**src/rtl/multdiv_unit.sv**
```systemverilog
// multdiv_unit: 33-edge signed Booth multiplier / restoring divider; start pulses in, result + exception + one-cycle RDY out
module multdiv_unit #(
  parameter int WIDTH = 32
) (
  input  logic             clock,
  input  logic             reset,
  input  logic [WIDTH-1:0] data_operandA,
  input  logic [WIDTH-1:0] data_operandB,
  input  logic             ctrl_MULT,
  input  logic             ctrl_DIV,
  output logic [WIDTH-1:0] data_result,
  output logic             data_exception,
  output logic             data_resultRDY,
  output logic             busy
);
  localparam int CW = $clog2(WIDTH);
  typedef enum logic [1:0] {IDLE, MUL_RUN, DIV_RUN, DONE} state_t;
  state_t           state_q, state_d;
  logic [CW-1:0]    cnt_q, cnt_d;
  logic [WIDTH:0]   hi_q, hi_d;
  logic [WIDTH-1:0] lo_q, lo_d, m_q, m_d, res_q, res_d;
  logic             qm1_q, qm1_d, neg_q, neg_d, div_exc_q, div_exc_d;
  logic             exc_q, exc_d, rdy_q, rdy_d, busy_q, busy_d;
  logic             start, last;
  logic [WIDTH-1:0] a_abs, b_abs, mul_lo, div_lo;
  logic [WIDTH:0]   m_ext, booth_sum, mul_hi, shifted, diff, div_hi;
  assign start     = ctrl_MULT | ctrl_DIV;
  assign last      = cnt_q == CW'(WIDTH - 1);
  assign a_abs     = data_operandA[WIDTH-1] ? -data_operandA : data_operandA;
  assign b_abs     = data_operandB[WIDTH-1] ? -data_operandB : data_operandB;
  assign m_ext     = {m_q[WIDTH-1], m_q};
  assign booth_sum = (lo_q[0] & ~qm1_q) ? hi_q - m_ext :
                     (~lo_q[0] & qm1_q) ? hi_q + m_ext : hi_q;
  assign mul_hi    = {booth_sum[WIDTH], booth_sum[WIDTH:1]};
  assign mul_lo    = {booth_sum[0], lo_q[WIDTH-1:1]};
  assign shifted   = {hi_q[WIDTH-1:0], lo_q[WIDTH-1]};
  assign diff      = shifted - {1'b0, m_q};
  assign div_hi    = diff[WIDTH] ? shifted : diff;
  assign div_lo    = {lo_q[WIDTH-2:0], ~diff[WIDTH]};
  always_ff @(posedge clock) begin
    if (reset) begin
      state_q   <= IDLE;
      cnt_q     <= '0;
      hi_q      <= '0;
      lo_q      <= '0;
      m_q       <= '0;
      qm1_q     <= 1'b0;
      neg_q     <= 1'b0;
      div_exc_q <= 1'b0;
      res_q     <= '0;
      exc_q     <= 1'b0;
      rdy_q     <= 1'b0;
      busy_q    <= 1'b0;
    end else begin
      state_q   <= state_d;
      cnt_q     <= cnt_d;
      hi_q      <= hi_d;
      lo_q      <= lo_d;
      m_q       <= m_d;
      qm1_q     <= qm1_d;
      neg_q     <= neg_d;
      div_exc_q <= div_exc_d;
      res_q     <= res_d;
      exc_q     <= exc_d;
      rdy_q     <= rdy_d;
      busy_q    <= busy_d;
    end
  end
  always_comb begin
    state_d = state_q;
    if (ctrl_MULT) state_d = MUL_RUN;
    else if (ctrl_DIV) state_d = DIV_RUN;
    else if (state_q == DONE) state_d = IDLE;
    else if (state_q != IDLE && last) state_d = DONE;
  end
  always_comb begin
    cnt_d     = cnt_q;
    hi_d      = hi_q;
    lo_d      = lo_q;
    m_d       = m_q;
    qm1_d     = qm1_q;
    neg_d     = neg_q;
    div_exc_d = div_exc_q;
    res_d     = res_q;
    exc_d     = exc_q;
    rdy_d     = 1'b0;
    busy_d    = busy_q;
    if (start) begin
      cnt_d     = '0;
      hi_d      = '0;
      qm1_d     = 1'b0;
      busy_d    = 1'b1;
      lo_d      = ctrl_MULT ? data_operandB : a_abs;
      m_d       = ctrl_MULT ? data_operandA : b_abs;
      neg_d     = data_operandA[WIDTH-1] ^ data_operandB[WIDTH-1];
      div_exc_d = (data_operandB == '0) |
                  (data_operandA == {1'b1, {(WIDTH-1){1'b0}}} && &data_operandB);
    end else if (state_q == MUL_RUN) begin
      hi_d  = mul_hi;
      lo_d  = mul_lo;
      qm1_d = lo_q[0];
      cnt_d = cnt_q + CW'(1);
      res_d = last ? mul_lo : res_q;
      exc_d = last ? mul_hi[WIDTH-1:0] != {WIDTH{mul_lo[WIDTH-1]}} : exc_q;
    end else if (state_q == DIV_RUN) begin
      hi_d  = div_hi;
      lo_d  = div_lo;
      cnt_d = cnt_q + CW'(1);
      res_d = !last ? res_q : (m_q == '0) ? '0 : neg_q ? -div_lo : div_lo;
      exc_d = last ? div_exc_q : exc_q;
    end else if (state_q == DONE) begin
      rdy_d  = 1'b1;
      busy_d = 1'b0;
    end
  end
  assign data_result    = res_q;
  assign data_exception = exc_q;
  assign data_resultRDY = rdy_q;
  assign busy           = busy_q;
endmodule

```
**config.mk**
```make
export PLATFORM = sky130hd
export DESIGN_NAME = multdiv_unit
export DESIGN_NICKNAME = d
export VERILOG_FILES = /design/src/rtl/multdiv_unit.sv
export SDC_FILE = /design/constraint.sdc
export NUM_CORES = 1
export LEC_CHECK = 0
export BUFFER_PORTS_ARGS = -buffer_cell sky130_fd_sc_hd__clkbuf_2
export CAP_MARGIN = 20
export CORE_MARGIN = 1.5
export CORE_UTILIZATION = 50
export DETAILED_ROUTE_END_ITERATION = 7
export PLACE_DENSITY_LB_ADDON = 0.05
export SYNTH_ARGS = -nofsm -noshare
export SYNTH_HDL_FRONTEND = slang
export SYNTH_SLANG_ARGS = --single-unit
export TNS_END_PERCENT = 20
```
**constraint.sdc**
```tcl
create_clock -name clock -period 10.8 [get_ports clock]
set_input_delay 1.62 -clock clock [delete_from_list [all_inputs] [get_ports clock]]
set_output_delay 1.62 -clock clock [all_outputs]
set_load 0.03 [all_outputs]
```
; Yosys cells after proc, flatten, opt, wreduce, memory -nomap -nowiden
; Cells that the tools add are included.
; Widths: inputs -> output; s select.
[totals]
regBits = 142
input_bits = 68
word_cells = 88
out_inout_bits = 35
[op_classes]
n_reduce_logical = 16
add_sub_neg = 7
n_bitwise = 9
n_eq_ne = 10
muxes = 33
[ops]
columns = op, count
row1 = $mux 32, 13
row2 = $mux 33, 5
row3 = $neg 32->32, 3
row4 = $logic_not 32->1, 2
row5 = $add 33x33->33, 1
row6 = $sub 33x32->33, 1
row7 = $sub 33x33->33, 1
row8 = $eq 32x32->1 const B, 1
row9 = $ne 32x32->1, 1
row10 = $reduce_and 32->1, 1
row11 = $mux 1, 10
row12 = $mux 5, 2
row13 = $ne 2x2->1 const B, 4
row14 = $mux 2, 3
row15 = $reduce_bool 2->1, 3
row16 = $reduce_bool 3->1, 2
row17 = $add 5x1->5 const B, 1
row18 = $eq 5x5->1 const B, 1
row19 = $eq 2x2->1 const B, 2
row20 = $not 1->1, 4
row21 = $reduce_and 4->1, 1
row22 = $reduce_bool 4->1, 1
row23 = $reduce_or 2->1, 2
row24 = $reduce_or 4->1, 1
row25 = other kinds (6), 9

; Longest topological paths before layout
[logic_depth]
word_depth = 8
ltp_mapped = 30
depth_no_buf = 28

; Worst setup path before layout
; No wires, ideal clock.
[synth_timing]
path_kind = reg-to-reg
from = register lo_q[31]
to = register res_q[26] (netlist: data_result[26])
path_stages_with_launch = 31
required_ns = 10.672
synth_period_minus_slack_ns = 5.588
path_buffers = 2
setup_slack_ns = 5.212
t_arrival_ns = 5.460
setup_ns = 0.128
path_cell_list = dfxtp_1 -> inv_1 -> ha_1 -> fa_1 -> nor2b_1 -> o21a_1 -> o21ai_0 -> a211oi_1 -> nor2_1 -> o311ai_0 -> a31oi_1 -> nor2b_1 -> o21ai_0 -> a21oi_1 -> nand3_1 -> nand2_1 -> ha_1 -> clkbuf_1 -> inv_1 -> clkbuf_1 -> ha_1 -> nand2_1 -> or3_1 -> or4_1 -> inv_1 -> nand3_1 -> o41ai_1 -> xnor2_1 -> o211ai_1 -> o21ai_0 -> nor2_1
[synth_between]
elab_chain_len = 8
[synth_rtl]
columns = element, line_no
row1 = start: declaration, 21  ; logic [WIDTH-1:0] lo_q, lo_d, m_q, m_d, res_q, res_d;
row2 = start signal: assignment, 58  ; lo_q <= lo_d;
row3 = $sub 33x32->33, 37  ; assign diff = shifted - {1'b0, m_q};
row4 = $not 1->1, 39  ; assign div_lo = {lo_q[WIDTH-2:0], ~diff[WIDTH]};
row5 = $neg 32->32, 109  ; res_d = !last ? res_q : (m_q == '0) ? '0 : neg_q ? -div_lo : div_lo;
row6 = $mux 32 (3 in a row), 109
row7 = $mux 32, 105  ; end else if (state_q == DIV_RUN) begin
row8 = $mux 32, 98  ; end else if (state_q == MUL_RUN) begin
row9 = end signal: assignment, 63  ; res_q <= res_d;
row10 = end: declaration, 21
; No other way between the ends. The select of a mux whose other input is x is not followed.
; A chain may end at the register's enable or synchronous reset.

; Final worst setup path
[layout_timing]
from = register lo_q[31]
to = register res_q[29] (netlist: data_result[29])
; Same word-level chain as after synthesis.

==> results.json <==
{
  "start_kind": "flop",
  "die-area_um2": 31100,
  "endpoint": "data_result[29]",
  "cts-buffers-inserted": 17,
  "cts_max_level": 4,
  "critPathMaxStageDelay_ns": 0.47,
  "dr.pass1.iters": 8,
  "grt_pass1_vias": 14982,
  "syn-cell-area_um2": 15000,
  "drive_gt1_share_pct": 8.72,
  "syn_nets": 2320,
  "synth_top_cell_by_area": "dfxtp_1",
  "worst_hold_slack_ns": 0.491,
  "crit_type": "flop to flop",
  "post_cts_buffers": 0,
  "hold_viol_final": 0,
  "vias": 16155,
  "synthArstFlopShare_pct": 0,
  "synth_common_cells": "331 x nor2_1, 207 x a21oi_1, 142 x dfxtp_1",
  "path_clk_slew_ns": 0.06,
  "p_per_area_nw_per_um2": 111,
  "fp-row-count": 63,
  "synth_warnings": 0,
  "crit_path_start": "lo_q[31]",
  "nets": 2322,
  "area_growth_pct": 8.73,
  "crit_buf_inv": 2,
  "hold_class": "flop to flop",
  "finalClockSkew_ns": 0.0103,
  "reg2reg_from": "lo_q[31]",
  "status": "complete, no violations",
  "antenna_left": 0,
  "die_h_um": 176,
  "cts_buffer_depth": 2,
  "wl_per_cell_um": 21.1,
  "hpwl_um": 39100,
  "coreArea_um2": 29600,
  "crit_required_ns": 11.10,
  "avgViaCountPerCell": 6.34,
  "rsz0062_at_grt": "false",
  "start_util_pct": 50.8,
  "grt-ovfl-total": 0,
  "drv_cap": 0,
  "route.detailed.drc": 0,
  "reg2reg_to": "data_result[29]",
  "cts-root-buf": "clkbuf_16",
  "clock_latency_ns": 0.44,
  "critPathTopFamily": "compound AO/OA/AOI/OAI gates",
  "totalWireLength_um": 53600,
  "grt_max_degree": 84,
  "finalPower_mw": 1.81,
  "crit_slowest_cell": "nor4_1",
  "die_w_um": 176,
  "gp_congestion": 0.973,
  "tightest_slew_ns": 1.14,
  "worstRegToRegCells": 27,
  "synth_edf_count": 0,
  "crit_path_max_fanout": 35,
  "ys_ff_latch": 142,
  "synth_cell_type_count": 76,
  "setup.worst_path.end_class": "flop",
  "seq_area_frac_synth_pct": 18.9,
  "netlist_instances": 2142,
  "vdd_drop_max_mv": 0.104,
  "min_period_ns": 6.49,
  "synth.area.top_cells": "dfxtp_1 19%, ha_1 8.9%, nor2_1 8.3%",
  "cp.depth": 27,
  "fmax_mhz": 154,
  "grt_first_pass_wirelength_um": 83800,
  "period_share_pct": 60.1,
  "io_pins": 103,
  "netlist.area_leader.share_pct": 18.9,
  "synth.avg_cell_area_um2": 7.00,
  "clock-sinks": 142,
  "slew-limit-headroom_pct": 21.7,
  "leakagePower_nw": 6.54,
  "finalSetupTns_ns": 0,
  "synth_most_common_cell": "nor2_1",
  "arrival_ns": 6.79,
  "cts_hold_buf": 0,
  "cts_tree": "done",
  "setup_viol": 0,
  "first_iter_violations": 1223,
  "slew_viol_final": 0,
  "ff2ff_setup_slack_ns": 4.31,
  "grt.total_usage_pct": 34.2,
  "cts_resized": 0,
  "io_buffers": 102,
  "ys.flop_type": "dfxtp_1",
  "antenna_found_initial": 1,
  "min_from": "lo_q[30]"
}
==> worst reg2reg max path: cells and delay by family, from the launching register on <==
kind | cells | cell delay (ns)
AOI/OAI and AO/OA | 10 | 2.30
adders and majority gates | 3 | 0.88
buffers and inverters | 2 | 0.42
and+or+nand+nor | 11 | 2.24
xor gates and xnor gates | 1 | 0.17
DFF | 1 | 0.35
==> report_power, final <==
part	internal (mW)	total (mW)	switching (mW)
combinational	0.208	0.569	0.361
clock	0.411	0.661	0.250
sequential	0.546	0.582	0.0357
total	1.16	1.81	0.646
==> cells in the final DEF (no fill, tap or decap), drive strengths merged, types with 19 or more instances in the layout <==
| cell | instances |
|---|---|
| a221oi | 39 |
| inv | 111 |
| o221ai | 29 |
| nor3 | 68 |
| nor2 | 331 |
| a21o | 27 |
| mux2i | 38 |
| clkbuf | 121 |
| nand2b | 31 |
| o31ai | 38 |
| nor4 | 31 |
| nand4 | 22 |
| buf | 26 |
| a211oi | 83 |
| xnor2 | 104 |
| o211ai | 19 |
| o21ai | 140 |
| dfxtp | 142 |
| nor2b | 26 |
| ha | 107 |
| a21oi | 208 |
| xor2 | 53 |
| or4 | 20 |
| nand2 | 134 |
==> logic make-up after synthesis <==
kind of cell	share of synthesized area [%]
AO/OA/AOI/OAI	30.4
XOR/XNOR	9.16
adder cells (fa/ha/maj)	9.32
buffers and inverters	6.40
flip-flops	18.9
multiplexers	2.76
AND/OR/NAND/NOR	23.0
==> worst min path at each step <==
stage / slack (ns) / cells after the start / to
3_3_place_gp: 0.48 / 2 / lo_q[30]
2_1_floorplan: 0.47 / 2 / cnt_q[4]
6_report: 0.49 / 2 / lo_q[30]
3_5_place_dp: 0.48 / 2 / lo_q[30]
4_1_cts: 0.49 / 2 / lo_q[30]
5_1_grt: 0.51 / 2 / lo_q[30]
==> state kept, by name (all words and copies together), names as in the netlist <==
register and count:
busy 1, cnt_q 5, data_exception 1, data_result 32, data_resultRDY 1, div_exc_q 1, hi_q 33, lo_q 32
m_q 32, neg_q 1, qm1_q 1, state_q 2
==> per-layer routing <==
layer	vias up	wire (um)	track usage, %
li1	7766	-	-
met4	0	2010	14.1
met2	622	24500	55.8
met5	-	0	0
met1	7642	24200	46.0
met3	125	2930	3.45
==> cell type report <==
cell class / instances / area, um^2
Timing Repair Buffer: 125 / 691
Clock buffer: 22 / 484
Clock inverter: 9 / 158
Multi-Input combinational cell: 1745 / 11200
Tap cell: 390 / 488
Inverter: 113 / 424
Sequential cell: 142 / 2840
Fill cell: 2993 / 13200
Antenna cell: 1 / 2.50
==> metrics by stage <==
step / util, % / setup slack (ns) / instance area [um^2] / instances
final: 55.2 / 4.31 / 16300 / 2547
after global routing: 55.2 / 3.73 / 16300 / 2547
after CTS: 55.2 / 4.35 / 16300 / 2546
after detailed placement: 53.0 / 4.43 / 15700 / 2515
after global placement: 53.0 / 4.64 / 15700 / 2515
after floorplan: - / 5.21 / 15000 / 2142
No activity file was read; power rests on OpenSTA's default activity.
